<file path="src/rtl/serial_mag_comparator.sv">
// Bit-serial unsigned magnitude comparator: loads A/B, compares MSB-first one bit per clock.
// Build option SERIAL_CMP_EARLY_TERM_EN finishes on the first differing bit instead of after WIDTH steps.
module serial_mag_comparator #(
    parameter int WIDTH = 8
) (
    input  logic             clk,
    input  logic             reset_n,
    input  logic             start,
    input  logic [WIDTH-1:0] a,
    input  logic [WIDTH-1:0] b,
    output logic             ready,
    output logic             done,
    output logic             eq,
    output logic             gt,
    output logic             lt
);
    localparam int CNT_W = $clog2(WIDTH + 1);

    typedef enum logic [1:0] {S_IDLE, S_RUN, S_DONE} state_t;

    state_t           state_q, state_d;
    logic [WIDTH-1:0] sa_q, sa_d, sb_q, sb_d;
    logic [CNT_W-1:0] cnt_q, cnt_d;
    logic             decided_q, decided_d;
    logic             eq_q, eq_d, gt_q, gt_d, lt_q, lt_d;

    logic bit_a, bit_b, diff, last_step, run_stop;

    assign bit_a     = sa_q[WIDTH-1];
    assign bit_b     = sb_q[WIDTH-1];
    assign diff      = bit_a ^ bit_b;
    assign last_step = (cnt_q == CNT_W'(1));

`ifdef SERIAL_CMP_EARLY_TERM_EN
    assign run_stop = last_step || (diff && !decided_q);
`else
    assign run_stop = last_step;
`endif

    always_ff @(posedge clk or negedge reset_n) begin
        if (!reset_n) begin
            state_q <= S_IDLE;
        end else begin
            state_q <= state_d;
        end
    end

    always_comb begin
        state_d = state_q;
        case (state_q)
            S_IDLE:  if (start) state_d = S_RUN;
            S_RUN:   if (run_stop) state_d = S_DONE;
            S_DONE:  state_d = S_IDLE;
            default: state_d = S_IDLE;
        endcase
    end

    always_comb begin
        ready = (state_q == S_IDLE);
        done  = (state_q == S_DONE);
        eq    = eq_q;
        gt    = gt_q;
        lt    = lt_q;
    end

    // Datapath: operand shifters, step counter, sticky decision and result flags.
    always_comb begin
        sa_d      = sa_q;
        sb_d      = sb_q;
        cnt_d     = cnt_q;
        decided_d = decided_q;
        eq_d      = eq_q;
        gt_d      = gt_q;
        lt_d      = lt_q;
        case (state_q)
            S_IDLE: begin
                if (start) begin
                    sa_d      = a;
                    sb_d      = b;
                    cnt_d     = CNT_W'(WIDTH);
                    decided_d = 1'b0;
                    eq_d      = 1'b0;
                    gt_d      = 1'b0;
                    lt_d      = 1'b0;
                end
            end
            S_RUN: begin
                sa_d  = sa_q << 1;
                sb_d  = sb_q << 1;
                cnt_d = cnt_q - CNT_W'(1);
                // Only the first differing bit decides; later bits are ignored.
                if (diff && !decided_q) begin
                    decided_d = 1'b1;
                    gt_d      = bit_a;
                    lt_d      = ~bit_a;
                end
                if (run_stop) begin
                    eq_d = ~(decided_q | diff);
                end
            end
            default: ;
        endcase
    end

    always_ff @(posedge clk or negedge reset_n) begin
        if (!reset_n) begin
            sa_q      <= '0;
            sb_q      <= '0;
            cnt_q     <= '0;
            decided_q <= 1'b0;
            eq_q      <= 1'b0;
            gt_q      <= 1'b0;
            lt_q      <= 1'b0;
        end else begin
            sa_q      <= sa_d;
            sb_q      <= sb_d;
            cnt_q     <= cnt_d;
            decided_q <= decided_d;
            eq_q      <= eq_d;
            gt_q      <= gt_d;
            lt_q      <= lt_d;
        end
    end

endmodule

</file>
<file path="config.mk">
export PLATFORM = sky130hd
export DESIGN_NAME = serial_mag_comparator
export DESIGN_NICKNAME = d
export VERILOG_FILES = /design/src/rtl/serial_mag_comparator.sv
export SDC_FILE = /design/constraint.sdc
export NUM_CORES = 1
export LEC_CHECK = 0
export CORE_MARGIN = 3
export CORE_UTILIZATION = 45
export DETAILED_ROUTE_END_ITERATION = 6
export MAX_ROUTING_LAYER = met4
export PLACE_DENSITY = 0.71
export SYNTH_ARGS = -nofsm -noshare
export SYNTH_HDL_FRONTEND = slang
export SYNTH_SLANG_ARGS = --single-unit
</file>
<file path="constraint.sdc">
create_clock -name clk -period 2.3 [get_ports clk]
set_input_delay 0.23 -clock clk [delete_from_list [all_inputs] [get_ports clk]]
set_output_delay 0.23 -clock clk [all_outputs]
set_load 0.005 [all_outputs]
</file>
=== Yosys cells after proc, flatten, opt, wreduce, memory -nomap -nowiden ===
Index checks and enable logic that the tools add are counted.

* Bits in registers: 26

* Multiplexer cells: 18
* Add/subtract/negate cells: 1
* Bitwise gates (word level): 4
* Reductions and logical operators: 8
* Eq/ne operators: 6

{| class="wikitable"
|+ Operators by type and width
! operator !! count
|-
| $pmux 8 s2 || 2
|-
| $mux 8 || 2
|-
| $pmux 1 s2 || 4
|-
| $pmux 4 s2 || 1
|-
| $ne 2x2->1 const B || 3
|-
| $reduce_and 3->1 || 2
|-
| $mux 1 || 5
|-
| $eq 4x1->1 const B || 1
|-
| $mux 2 || 2
|-
| $mux 4 || 1
|-
| $pmux 2 s2 || 1
|-
| $reduce_and 2->1 || 2
|-
| $sub 4x1->4 const B || 1
|-
| $eq 2x1->1 const B || 1
|-
| $eq 2x2->1 const B || 1
|-
| $logic_not 2->1 || 1
|-
| $not 1->1 || 2
|-
| $reduce_bool 2->1 || 1
|-
| $logic_and 1x1->1 || 1
|-
| $logic_not 1->1 || 1
|-
| $or 1x1->1 || 1
|-
| $xor 1x1->1 || 1
|}

=== Longest topological paths before layout ===
Gate-level depths: netlist of the first run.

* Depth in word-level cells: 5
* Depth in mapped cells: 6

=== Worst setup path before layout of the first run ===
OpenSTA, ideal clock, no wires.

* Path kind: reg2reg
* Start: register state_q[0]
* End: register lt_q (netlist: lt)
* Cell stages (with the launch flop): 6
* Required time: 2.179 ns
* Buffers on the path: 2
* Data arrival time: 1.183 ns
* Slack: 0.997 ns
* Cells stage by stage: dfrtp_1 buf_6 or3b_1 buf_6 a22oi_2 nor2_1

* Word-level cells in the longest chain between the ends: 3
* Elaborated cells on any way between the ends: 7

{| class="wikitable"
|+ RTL lines
! element !! RTL line !! RTL
|-
| start: declaration || 21 || <nowiki>state_t state_q, state_d;</nowiki>
|-
| start signal: assignment || 44 || <nowiki>state_q <= state_d;</nowiki>
|-
| $eq 2x1->1 or $logic_not 2->1 (tied branches) || 75 || <nowiki>case (state_q)</nowiki>
|-
| $ne 2x2->1 (no source line) or $reduce_bool 2->1 (tied branches) || n/a ||
|-
| $reduce_and 3->1 (no source line) || n/a ||
|-
| end signal: assignment || 121 || <nowiki>lt_q <= lt_d;</nowiki>
|-
| end: declaration || 25 || <nowiki>logic eq_q, eq_d, gt_q, gt_d, lt_q, lt_d;</nowiki>
|}

Parallel ways exist; a longest one is shown, timed or not.
A chain may end at the register's enable or synchronous reset.

=== Worst setup path in the final report of the first run ===
* Start: register state_q[1]
* End: output port done

* Word-level cells in the longest chain between the ends: 1

{| class="wikitable"
|+ RTL lines
! element !! RTL line !! RTL
|-
| $eq 2x2->1 || 60 || <nowiki>done = (state_q == S_DONE);</nowiki>
|-
| end: declaration || 12 || <nowiki>output logic done,</nowiki>
|}

Every way passes these cells.

==> key figures, run 1 <==
Timing
  • Final clock skew: about 0.010 ns
  • Slew of the pin with the lowest slew margin: approximately 1 ns
  • RSZ-0062 raised after global routing: false
  • Fin Setup TNS: 0 ns
  • Final Max Slew Viols: 0
  • Worst rel slew slack: between 30 and 40%
  • Minimum clock period: about 1.8 ns
  • Hold Vio Cnt, Final: 0
  • Final number of setup-violating endpoints: 0
  • FMAX: 556 MHz
  • Hold Slack: 0.242 ns
  • Fin crit share: about four fifths

Logic synthesis
  • Syn nets: 142
  • Warnings from Yosys: 0
  • Mean area per synthesized cell: 9.95 um^2
  • Cells after Synth: 121
  • Dominant combinational cell family by area after synthesis: simple AND/OR/NAND/NOR gates
  • Library cells used by synthesis: 27
  • Area fraction in compound gates after synthesis: 16.3%
  • Portion of synthesized cell area occupied by the leading cell type: 54.1%
  • Cell type with the largest total area after synthesis: sky130_fd_sc_hd__dfrtp_1
  • Fraction of the yosys area taken by sequential cells: 54.1%
  • Proportion of synthesized flip-flops having asynchronous set or reset: 100%
  • Proportion of synthesized area in mux cells: 0%
  • Top post-synthesis cells by count: 35 x sky130_fd_sc_hd__nand2_1, 26 x sky130_fd_sc_hd__dfrtp_1, 15 x sky130_fd_sc_hd__a22oi_1, 7 x sky130_fd_sc_hd__o21ai_0
  • Top cells by area in the synthesized netlist: sky130_fd_sc_hd__dfrtp_1 54%, sky130_fd_sc_hd__nand2_1 11%, sky130_fd_sc_hd__a22oi_1 9.4%, sky130_fd_sc_hd__o21ai_0 2.9%, sky130_fd_sc_hd__ha_1 2.1%
  • Most frequently used cell type in the post-synthesis netlist: sky130_fd_sc_hd__nand2_1
  • Area fraction in and, or, nand and nor cells after synthesis: 21.8%
  • Post-synthesis instance area: 1200 um^2
  • Number of synthesized flops with an enable pin: 0
  • Post-Synth Adder-Cell Area: 2.08%
  • #FFs+latches synth: 26
  • Share of the synthesized netlist area taken by xor and xnor gates: 0.728%
  • Synth Flop Type: sky130_fd_sc_hd__dfrtp_1

Worst setup path
  • Worst Path Max Fanout: 11
  • Critical Path Max Stage Delay: ~0.58 ns
  • Number of cells on the worst reg-to-reg path: 3
  • Cell chain of the critical path: nor2b_1, clkdlybuf4s50_1
  • Slack of the worst reg-to-reg path: 0.63 ns
  • Standard cell with the maximum stage delay on the critical path: sky130_fd_sc_hd__dfrtp_1
  • CP Capture Type: primary output
  • Crit Path Category: flop to primary output
  • Critical Path Start Type: flop
  • Reg-to-reg startpoint: state_q[0]$_DFFE_PN0P_
  • Worst EP required: ~2.1 ns
  • Capturing point of the worst reg2reg path: cnt_q[0]$_DFFE_PN0P_
  • Crit path DAT: 1.57 ns

Global route
  • Global-route wire length before repair: 4030 um
  • Global route total overflow: 0
  • Antenna violations before repair: 0
  • Via count of the first global-routing pass: 940
  • Pin count of the biggest net entering global routing: 27
  • Global router's overall resource usage: 16.0%

Clock tree
  • Clock latency on the worst-skew pair: 0.33 ns
  • Deepest level of the CTS H-tree: 1
  • Clock slew seen by the registers of the worst setup and hold paths: about 0.15 ns
  • PostCTS Resize Cnt: 0
  • Buffers inserted during post-CTS setup optimization: 0
  • TritonCTS clock tree: built
  • Maximum buffer depth of the clock tree: 2
  • Clock root buffer: sky130_fd_sc_hd__clkbuf_4
  • Total clock buffers created by CTS: 3
  • Count of hold-fix buffers inserted at cts: 0
  • Clock sink total: 26

Route
  • Via-per-instance ratio: 5.39
  • Detailed-route wire length: 2350 um
  • Wirelength per Cell: 13.5 um
  • Post-DRT Antenna Nets: 0
  • Length of the first detailed-routing pass in iterations: 4
  • DRC marker count from the first detailed-route iteration: 15
  • Total DRC errors in the routed layout: 0
  • Vias post-DR: approximately 940

Placed design
  • Final weighted congestion of routability-driven global placement: 0.768
  • Total half-perimeter wirelength after legalization and detailed placement: 1680 um
  • Number of I/O port buffers: 23

Worst hold path
  • Classification of the worst-slack hold path: input port to async pin

Layout
  • Net count of the finished layout: 166
  • Multi-input combinational cell area: 493 um^2
  • Antenna fix cells: 0
  • Post-synthesis to final-layout area growth: 24.1%
  • Fillers: 224
  • Proportion of layout cells with a drive suffix above 1: 6.25%
  • Sequential standard cell area: 651 um^2
  • Core occupancy in the finished layout: 59.8%

Die
  • Die Width: about 58 um
  • Die Span Y: 57.7 um
  • Std-Cell Core Area: 2500 um^2
  • Initial core utilization: 48.1%
  • Top-level I/O count: 24
  • Die ar.: 3330 um^2
  • Site Rows: 18

Pwr
  • Flop pwr share: 46.0%
  • Reported leakage power: slightly below 0.7 nW
  • Switching power summed over all nets: around 630 uW
  • Combinational power share: 36.0%
  • Design internal power: 1.12 mW
  • Final Total Pwr: 1.75 mW
  • Proportion of total power due to net switching: 36.1%
  • Power density cells: 1170 nW/um^2
  • Clk network pwr share: roughly 18%
  • Peak supply drop: between 0.7 and 0.8 mV

Run
  • Max-capacitance violation count: 0

Outcome
  • Run status: complete, no violations
## per-layer routing
layer	part of all wire, %	GRT usage [%]	wire (um)
met5	0	-	0
met4	2.0	7.95	48
met3	6.6	2.67	156
met2	45	24.2	1050
met1	46	20.9	1090
## stage by stage
step                setup slack (ns)  cell area, um^2  std cells
floorplan                      0.997             1200        121
global placement               0.513             1440        170
detailed placement             0.465             1440        170
CTS                            0.502             1490        174
global route                   0.393             1490        174
finish                         0.500             1490        174
## kinds of logic (layout without fill, tap and decap cells)
family | count (synthesis) | after routing
AO/OA/AOI/OAI | 28 | 28
XOR/XNOR | 1 | 1
flip-flops | 26 | 26
buffers and inverters | 9 | 32
AND/OR/NAND/NOR | 55 | 55
adder cells (fa/ha/maj) | 2 | 2
## worst max-delay path: cells and delay by family (launching register included)
kind                   cells  cell delay (ns)
AND/OR/NAND/NOR            1             0.17
buffers and inverters      1             0.50
flip-flops                 1             0.58
## power groups by stage
stage	Clock (mW)	Combinational, mW	Sequential (mW)
5_1_grt	0.342	0.720	0.836
4_1_cts	0.323	0.636	0.804
3_3_place_gp	0	0.613	0.802
6_report	0.313	0.629	0.804
3_5_place_dp	0	0.632	0.813
2_1_floorplan	0	0.492	0.755
## worst max path at each step
stage | from | to | cells past startpoint
5_1_grt | state_q[1]$_DFFE_PN0P_ | done | 2
3_5_place_dp | start | cnt_q[0]$_DFFE_PN0P_ | 4
3_3_place_gp | start | sa_q[3]$_DFFE_PN0P_ | 4
2_1_floorplan | state_q[0]$_DFFE_PN0P_ | lt$_DFFE_PN0P_ | 5
4_1_cts | state_q[1]$_DFFE_PN0P_ | done | 2
6_report | state_q[1]$_DFFE_PN0P_ | done | 2
## state kept, by name (all words and copies together), names as in the netlist
name / cells
state_q: 2
decided_q: 1
eq: 1
gt: 1
sb_q: 8
cnt_q: 4
sa_q: 8
lt: 1
## final cells by class
type	count	area share, %
tap	30	2.51
timing repair buffer	26	16.9
inverter	2	0.503
clock buffer	3	1.51
sequential	26	43.6
multi-input combinational	86	33.0
clock inverter	1	2.01
## cell usage in the layout (no fill, tap or decap), types with 2 or more instances in the layout
cell type,instances
sky130_fd_sc_hd__nand2b_1,2
sky130_fd_sc_hd__clkdlybuf4s50_1,23
sky130_fd_sc_hd__nor2_1,4
sky130_fd_sc_hd__a22oi_1,15
sky130_fd_sc_hd__inv_1,2
sky130_fd_sc_hd__nand2_1,35
sky130_fd_sc_hd__o21ai_0,7
sky130_fd_sc_hd__ha_1,2
sky130_fd_sc_hd__clkbuf_4,3
sky130_fd_sc_hd__nand3_1,4
sky130_fd_sc_hd__a31oi_1,2
sky130_fd_sc_hd__nor2b_1,2
sky130_fd_sc_hd__dfrtp_1,26
sky130_fd_sc_hd__buf_4,3
Note: power is estimated with default switching activity, not from simulation.
==> inputs of run 2 (changes only) <==
--- a/config.mk
+++ b/config.mk
@@ -9,7 +9,7 @@
 export CORE_UTILIZATION = 45
 export DETAILED_ROUTE_END_ITERATION = 6
 export MAX_ROUTING_LAYER = met4
-export PLACE_DENSITY = 0.71
+export PLACE_DENSITY = 0.74
 export SYNTH_ARGS = -nofsm -noshare
 export SYNTH_HDL_FRONTEND = slang
 export SYNTH_SLANG_ARGS = --single-unit
==> constraint.sdc (replaced) <==
create_clock -name clk -period 1.4 [get_ports clk]
set_input_delay 0.14 -clock clk [delete_from_list [all_inputs] [get_ports clk]]
set_output_delay 0.14 -clock clk [all_outputs]
set_load 0.005 [all_outputs]
==> run 2 against run 1 <==
Setup slack worse by 0.45 ns. Wire length grew 15%. Hold slack worse by 0.068 ns. Via count rose by 9.4%. Critical endpoint is now lt$_DFFE_PN0P_. First-iteration DRC count increased by 67%. Clock skew shrank 0.0085 ns. Sequential share of layout area shrank 3.9 points.
==> key figures, run 2 (synthesis gave the netlist of run 1 again) <==
Outcome
  • Run status: complete, no violations

Route
  • Detailed-route wire length: 2710 um (+15%)
  • Post-DRT Antenna Nets: 0 (unchanged)
  • Via-per-instance ratio: 5.46 (+1.2%)
  • Vias post-DR: 1026 (+9.4%)
  • Length of the first detailed-routing pass in iterations: 4 (unchanged)
  • Wirelength per Cell: 14.4 um (+6.6%)
  • DRC marker count from the first detailed-route iteration: 25 (+10)
  • Total DRC errors in the routed layout: 0 (unchanged)

Worst setup path
  • CP Capture Type: flop
  • Critical Path Start Type: flop
  • Standard cell with the maximum stage delay on the critical path: sky130_fd_sc_hd__or3b_4
  • Cell chain of the critical path: buf_6, or3b_4, a22oi_2, nor2_1
  • Worst Path Max Fanout: 10 (-1)
  • Crit Path Category: flop to flop
  • Crit path DAT: 1.57 ns (about the same)
  • Number of cells on the worst reg-to-reg path: 4 (+1)
  • Critical Path Max Stage Delay: 0.44 ns (-0.14 ns)
  • Worst EP required: 1.62 ns (-0.45 ns)

Layout
  • Post-route standard cell area excluding fillers: 1640 um^2 (+9.7%)
  • Antenna fix cells: 0 (unchanged)
  • Most frequent cells in the layout: 35 x sky130_fd_sc_hd__nand2_1, 26 x sky130_fd_sc_hd__dfrtp_1, 20 x sky130_fd_sc_hd__clkdlybuf4s50_1
  • Proportion of layout cells with a drive suffix above 1: 19.6% (+13 points)
  • Core occupancy in the finished layout: 65.6% (+5.8 points)
  • Largest regs: sa_q (8), sb_q (8), cnt_q (4)
  • Most common library cell in the layout ignoring fill and taps: sky130_fd_sc_hd__nand2_1
  • Non-filler instance count after layout: 188 (+8.0%)
  • Post-synthesis to final-layout area growth: 36.2%
  • Net count of the finished layout: 180 (+8.4%)

Global route
  • Global route total overflow: 0 (unchanged)
  • Pin count of the biggest net entering global routing: 27 (unchanged)
  • Antenna violations before repair: 0 (unchanged)
  • Via count of the first global-routing pass: 1004 (+6.8%)
  • Global-route wire length before repair: 4580 um (+14%)
  • Global router's overall resource usage: 18.2% (+2.2 points)

Die
  • Die Width: 57.7 um (unchanged)
  • Site Rows: 18 (unchanged)
  • Top-level I/O count: 24 (unchanged)
  • Die ar.: 3330 um^2 (unchanged)
  • Die Span Y: 57.7 um (unchanged)
  • Initial core utilization: 48.1% (unchanged)
  • Std-Cell Core Area: 2500 um^2 (unchanged)

Clock tree
  • TritonCTS clock tree: built
  • Count of hold-fix buffers inserted at cts: 0 (unchanged)
  • Clock root buffer: sky130_fd_sc_hd__clkbuf_4
  • Clock latency on the worst-skew pair: 0.31 ns (-0.02 ns)
  • Total clock buffers created by CTS: 3 (unchanged)
  • Maximum buffer depth of the clock tree: 2 (unchanged)
  • Clock sink total: 26 (unchanged)
  • Deepest level of the CTS H-tree: 1 (unchanged)
  • Clock slew seen by the registers of the worst setup and hold paths: 0.13 ns (-0.02 ns)

Timing
  • Worst rel slew slack: 78.3% (+45 points)
  • RSZ-0062 raised after global routing: true
  • Fin crit share: 96.7%
  • Minimum clock period: 1.35 ns
  • Final clock skew: 0.00143 ns (-0.00855 ns)
  • Slew of the pin with the lowest slew margin: 0.326 ns (-0.676 ns)
  • FMAX: 739 MHz
  • Hold Slack: 0.174 ns (-0.0679 ns)
  • Hold Vio Cnt, Final: 0 (unchanged)
  • Final number of setup-violating endpoints: 0 (unchanged)
  • Final WS setup: 0.0461 ns (-0.454 ns)
  • Final Max Slew Viols: 0 (unchanged)
  • Fin Setup TNS: 0 ns (unchanged)

Placed design
  • Placed Area: 1510 um^2 (+4.5%)
  • Final weighted congestion of routability-driven global placement: 0.775 (+0.94%)
  • Cells after DPL: 177 (+4.1%)
  • Number of I/O port buffers: 23 (unchanged)
  • Total half-perimeter wirelength after legalization and detailed placement: 1820 um (+8.2%)
  • Pre-CTS setup slack: -0.175 ns (-0.640 ns)

Pwr
  • Power density cells: 1850 nW/um^2 (+59%)
  • Final Total Pwr: 3.04 mW (+74%)
  • Reported leakage power: 0.784 nW (+15%)
  • Peak supply drop: 1.24 mV (+77%)

Worst hold path
  • Classification of the worst-slack hold path: input port to async pin

Run
  • Max-capacitance violation count: 0 (unchanged)
[run 2: cell type report]
class,instances,area [um^2]
clock buffers,4,36.3
fillers,230,861
repair buffers,39,370
flip-flops and latches,26,651
well taps,30,37.5
multi-input cells,87,537
inverters,2,7.51
[run 2: path summary, 6_finish.rpt]
check | start | endpoint | slack (ns)
min | reset_n | state_q[1]$_DFFE_PN0P_ | 0.17
min reg2reg | sa_q[5]$_DFFE_PN0P_ | sa_q[5]$_DFFE_PN0P_ | 0.49
max reg2reg | state_q[0]$_DFFE_PN0P_ | lt$_DFFE_PN0P_ | 0.05
max | state_q[0]$_DFFE_PN0P_ | lt$_DFFE_PN0P_ | 0.05
min in group clk | a[0] | sa_q[0]$_DFFE_PN0P_ | 0.35
max in group asynchronous | reset_n | sb_q[6]$_DFFE_PN0P_ | 0.98
[run 2: timing repair]
item                                   in CTS  in global routing
gates cloned                                1                  1
endpoints found under the hold margin       0                  0
setup endpoints to repair                  18                 15
setup buffers                               2                  4
pin swaps                                   1                  4
resized for setup                          11                 10
[run 2: worst max-delay path, delay by kind of cell (launching register included)]
kind	cells	cell delay (ns)
buffers and inverters	1	0.15
AOI/OAI and AO/OA	1	0.20
DFF	1	0.41
and+or+nand+nor	2	0.50
[run 2: power breakdown]
part,switching [mW],leakage [nW],internal (mW)
Sequential,0.231,0.330,1.06
Clock,0.213,0.0210,0.159
Combinational,0.675,0.433,0.704
Total,1.12,0.784,1.92
[run 2: metal layers]
metal / vias up / track usage, % / share of wire (%)
met2: 27 / 30.3 / 48
met4: 0 / 5.96 / 0.26
met5: - / - / 0
met3: 2 / 2.90 / 7.2
met1: 501 / 22.6 / 44
li1: 496 / - / -
==> inputs of run 3 (changes only) <==
--- a/config.mk
+++ b/config.mk
@@ -8,8 +8,8 @@
 export CORE_MARGIN = 3
 export CORE_UTILIZATION = 45
 export DETAILED_ROUTE_END_ITERATION = 6
+export DONT_BUFFER_PORTS = 1
 export MAX_ROUTING_LAYER = met4
-export PLACE_DENSITY = 0.74
 export SYNTH_ARGS = -nofsm -noshare
 export SYNTH_HDL_FRONTEND = slang
 export SYNTH_SLANG_ARGS = --single-unit
==> run 3 against run 2 <==
First-iteration DRC count increased by 48%. Fmax increased by 3.4%. Largest cell class unchanged. Cell count decreased by 7.4%. Hold slack got worse by 0.15 ns. Clock-buffer cell count unchanged. Critical path depth increased by 1. Global-route usage decreased by 2.1 points. Critical path type unchanged.
==> key figures, run 3 (synthesis gave the netlist of run 1 again) <==
Outcome
  • Run status: complete, no violations

Global route
  • Global router's overall resource usage: 16.1% (-2.1 points)
  • Pin count of the biggest net entering global routing: 27 (unchanged)
  • Antenna violations before repair: 0 (unchanged)
  • Global route total overflow: 0 (unchanged)
  • Global-route wire length before repair: 4170 um (-8.9%)
  • Via count of the first global-routing pass: 909 (-9.5%)

Worst setup path
  • Worst Path Max Fanout: 3 (-7)
  • Capturing point of the worst reg2reg path: eq$_DFFE_PN0P_
  • Worst EP required: 1.61 ns (about the same)
  • Cell chain of the critical path: inv_1, ha_1, nor3b_1, and2_1, o21ai_0
  • Slack of the worst reg-to-reg path: 0.09 ns (+0.04 ns)
  • CP Capture Type: flop
  • Critical Path Max Stage Delay: 0.42 ns (-0.02 ns)
  • Crit path DAT: 1.52 ns (-0.05 ns)
  • Standard cell with the maximum stage delay on the critical path: sky130_fd_sc_hd__dfrtp_1
  • Crit Path Category: flop to flop
  • Critical Path Start Type: flop
  • Reg-to-reg startpoint: cnt_q[1]$_DFFE_PN0P_
  • Number of cells on the worst reg-to-reg path: 5 (+1)

Clock tree
  • Deepest level of the CTS H-tree: 1 (unchanged)
  • Clock root buffer: sky130_fd_sc_hd__clkbuf_4
  • Clock slew seen by the registers of the worst setup and hold paths: 0.14 ns (about the same)
  • Clock latency on the worst-skew pair: 0.31 ns (about the same)
  • Buffers inserted during post-CTS setup optimization: 0 (-2)
  • Maximum buffer depth of the clock tree: 2 (unchanged)
  • TritonCTS clock tree: built
  • Total clock buffers created by CTS: 3 (unchanged)
  • Clock sink total: 26 (unchanged)

Pwr
  • Power density cells: 1850 nW/um^2 (-0.42%)
  • Flop pwr share: 47.3% (+4.9 points)
  • Design internal power: 1.70 mW (-12%)
  • Reported leakage power: 0.697 nW (-11%)
  • Proportion of total power due to net switching: 37.9% (+1.1 points)
  • Final Total Pwr: 2.73 mW (-10%)
  • Peak supply drop: 1.02 mV (-18%)
  • Switching power summed over all nets: 1.04 mW (-7.3%)
  • Clk network pwr share: 13.7% (+1.5 points)
  • Combinational power share: 39.0% (-6.4 points)

Route
  • Via-per-instance ratio: 5.49 (+0.57%)
  • Wirelength per Cell: 14.4 um (-0.14%)
  • DRC marker count from the first detailed-route iteration: 37 (+48%)
  • Post-DRT Antenna Nets: 0 (unchanged)
  • Vias post-DR: 955 (-6.9%)
  • Length of the first detailed-routing pass in iterations: 4 (unchanged)
  • Detailed-route wire length: 2500 um (-7.6%)
  • Total DRC errors in the routed layout: 0 (unchanged)

Layout
  • Most common library cell in the layout ignoring fill and taps: sky130_fd_sc_hd__nand2_1
  • Post-synthesis to final-layout area growth: 23.0%
  • Sequential standard cell area: 651 um^2 (unchanged)
  • Proportion of layout cells with a drive suffix above 1: 11.8% (-7.8 points)
  • Most frequent cells in the layout: 35 x sky130_fd_sc_hd__nand2_1, 26 x sky130_fd_sc_hd__dfrtp_1, 17 x sky130_fd_sc_hd__dlygate4sd3_1
  • Fillers: 227 (-1.3%)
  • Post-route standard cell area excluding fillers: 1480 um^2 (-9.7%)
  • Antenna fix cells: 0 (unchanged)
  • Net count of the finished layout: 166 (-7.8%)
  • Largest regs: sa_q (8), sb_q (8), cnt_q (4)
  • Multi-input combinational cell area: 498 um^2 (-7.2%)
  • Core occupancy in the finished layout: 59.2% (-6.4 points)

Die
  • Die Span Y: 57.7 um (unchanged)
  • Initial core utilization: 48.1% (unchanged)
  • Die ar.: 3330 um^2 (unchanged)
  • Top-level I/O count: 24 (unchanged)
  • Std-Cell Core Area: 2500 um^2 (unchanged)
  • Site Rows: 18 (unchanged)
  • Die Width: 57.7 um (unchanged)

Worst hold path
  • Startpoint of the lowest-slack hold path: start
  • WHS Path Cells: 3
  • Hold-critical path endpoint: decided_q$_DFFE_PN0P_
  • Classification of the worst-slack hold path: input port to flop

Timing
  • Minimum clock period: 1.31 ns (-0.0446 ns)
  • Fin Setup TNS: 0 ns (unchanged)
  • Fin crit share: 93.5% (-3.2 points)
  • FMAX: 764 MHz (+3.4%)
  • Slew of the pin with the lowest slew margin: 0.388 ns (+0.0627 ns)
  • Final Max Slew Viols: 0 (unchanged)
  • RSZ-0062 raised after global routing: false
  • Final clock skew: 0.00858 ns (+0.00715 ns)
  • Final number of setup-violating endpoints: 0 (unchanged)
  • Worst rel slew slack: 74.0% (-4.3 points)
  • Final WS setup: 0.0907 ns (+0.0446 ns)
  • Hold Vio Cnt, Final: 0 (unchanged)

Placed design
  • Placed Area: 1250 um^2 (-17%)
  • Number of I/O port buffers: 0 (-100%)
  • Final weighted congestion of routability-driven global placement: 0.769 (-0.79%)
  • Total half-perimeter wirelength after legalization and detailed placement: 1630 um (-10%)
  • Pre-CTS setup slack: -0.0229 ns (+0.152 ns)

Run
  • Max-capacitance violation count: 0 (unchanged)
## run 3: cell types whose count changed in the layout (fill, tap and decap cells not counted), moves of 3 or more
| cell | previous run | this run |
|---|---|---|
| sky130_fd_sc_hd__buf_6 | 4 | 0 |
| sky130_fd_sc_hd__buf_4 | 11 | 8 |
| sky130_fd_sc_hd__clkdlybuf4s50_1 | 20 | 0 |
| sky130_fd_sc_hd__dlygate4sd3_1 | 0 | 17 |
## run 3: worst max path at each step
stage                                start              to  slack (ns)  cells after the start
detailed placement  state_q[1]$_DFFE_PN0P_  lt$_DFFE_PN0P_       -0.02                      4
global placement    state_q[1]$_DFFE_PN0P_  lt$_DFFE_PN0P_       0.008                      4
finish                cnt_q[1]$_DFFE_PN0P_  eq$_DFFE_PN0P_        0.09                      5
CTS                 state_q[1]$_DFFE_PN0P_  lt$_DFFE_PN0P_        0.02                      3
global route          cnt_q[1]$_DFFE_PN0P_  eq$_DFFE_PN0P_      0.0009                      5
floorplan           state_q[0]$_DFFE_PN0P_  lt$_DFFE_PN0P_         0.1                      5
## run 3: per-layer routing
| layer | part of all wire (%) | wire length, um | GRT usage (%) | up-vias |
|---|---|---|---|---|
| met5 | 0 | 0 | - | - |
| li1 | - | - | - | 469 |
| met4 | 0.48 | 12 | 2.98 | 0 |
| met1 | 45 | 1120 | 21.4 | 464 |
| met3 | 4.2 | 106 | 2.45 | 2 |
| met2 | 50 | 1260 | 26.5 | 20 |
## run 3: per-stage QoR
step,std cells,hold slack (ns)
after floorplan,121,-0.156
after global placement,152,-0.155
after detailed placement,152,-0.155
after CTS,174,0.0164
after global routing,174,0.0343
final,174,0.0215
## run 3: layout make-up
class / count / area share (%)
Timing Repair Buffer: 26 / 16.9
Inverter: 2 / 0.507
Multi-Input combinational cell: 86 / 33.6
Clock buffer: 4 / 2.45
Sequential cell: 26 / 44.0
Tap cell: 30 / 2.54
## run 3: critical path, delay by kind of cell, from the launching register on
| family | cells | cell delay, ns |
|---|---|---|
| AND/OR/NAND/NOR | 2 | 0.49 |
| adder cells (fa/ha/maj) | 1 | 0.13 |
| flip-flops | 1 | 0.42 |
| AO/OA/AOI/OAI | 1 | 0.08 |
| buffers and inverters | 1 | 0.08 |
## run 3: timing repair
| item | 4_1_cts | 5_1_grt |
|---|---|---|
| endpoints found under the setup margin | 10 | 2 |
| gates resized for setup | 1 | 1 |
| hold endpoints to repair | 42 | 0 |
| hold buffers | 18 | 0 |
## run 3: power by group through the flow
stage	clock network [mW]	logic [mW]	registers [mW]
floorplan	0	0.808	1.24
finish	0.373	1.07	1.29
CTS	0.386	1.07	1.28
global route	0.414	1.22	1.33
detailed placement	0	0.995	1.30
global placement	0	0.962	1.29
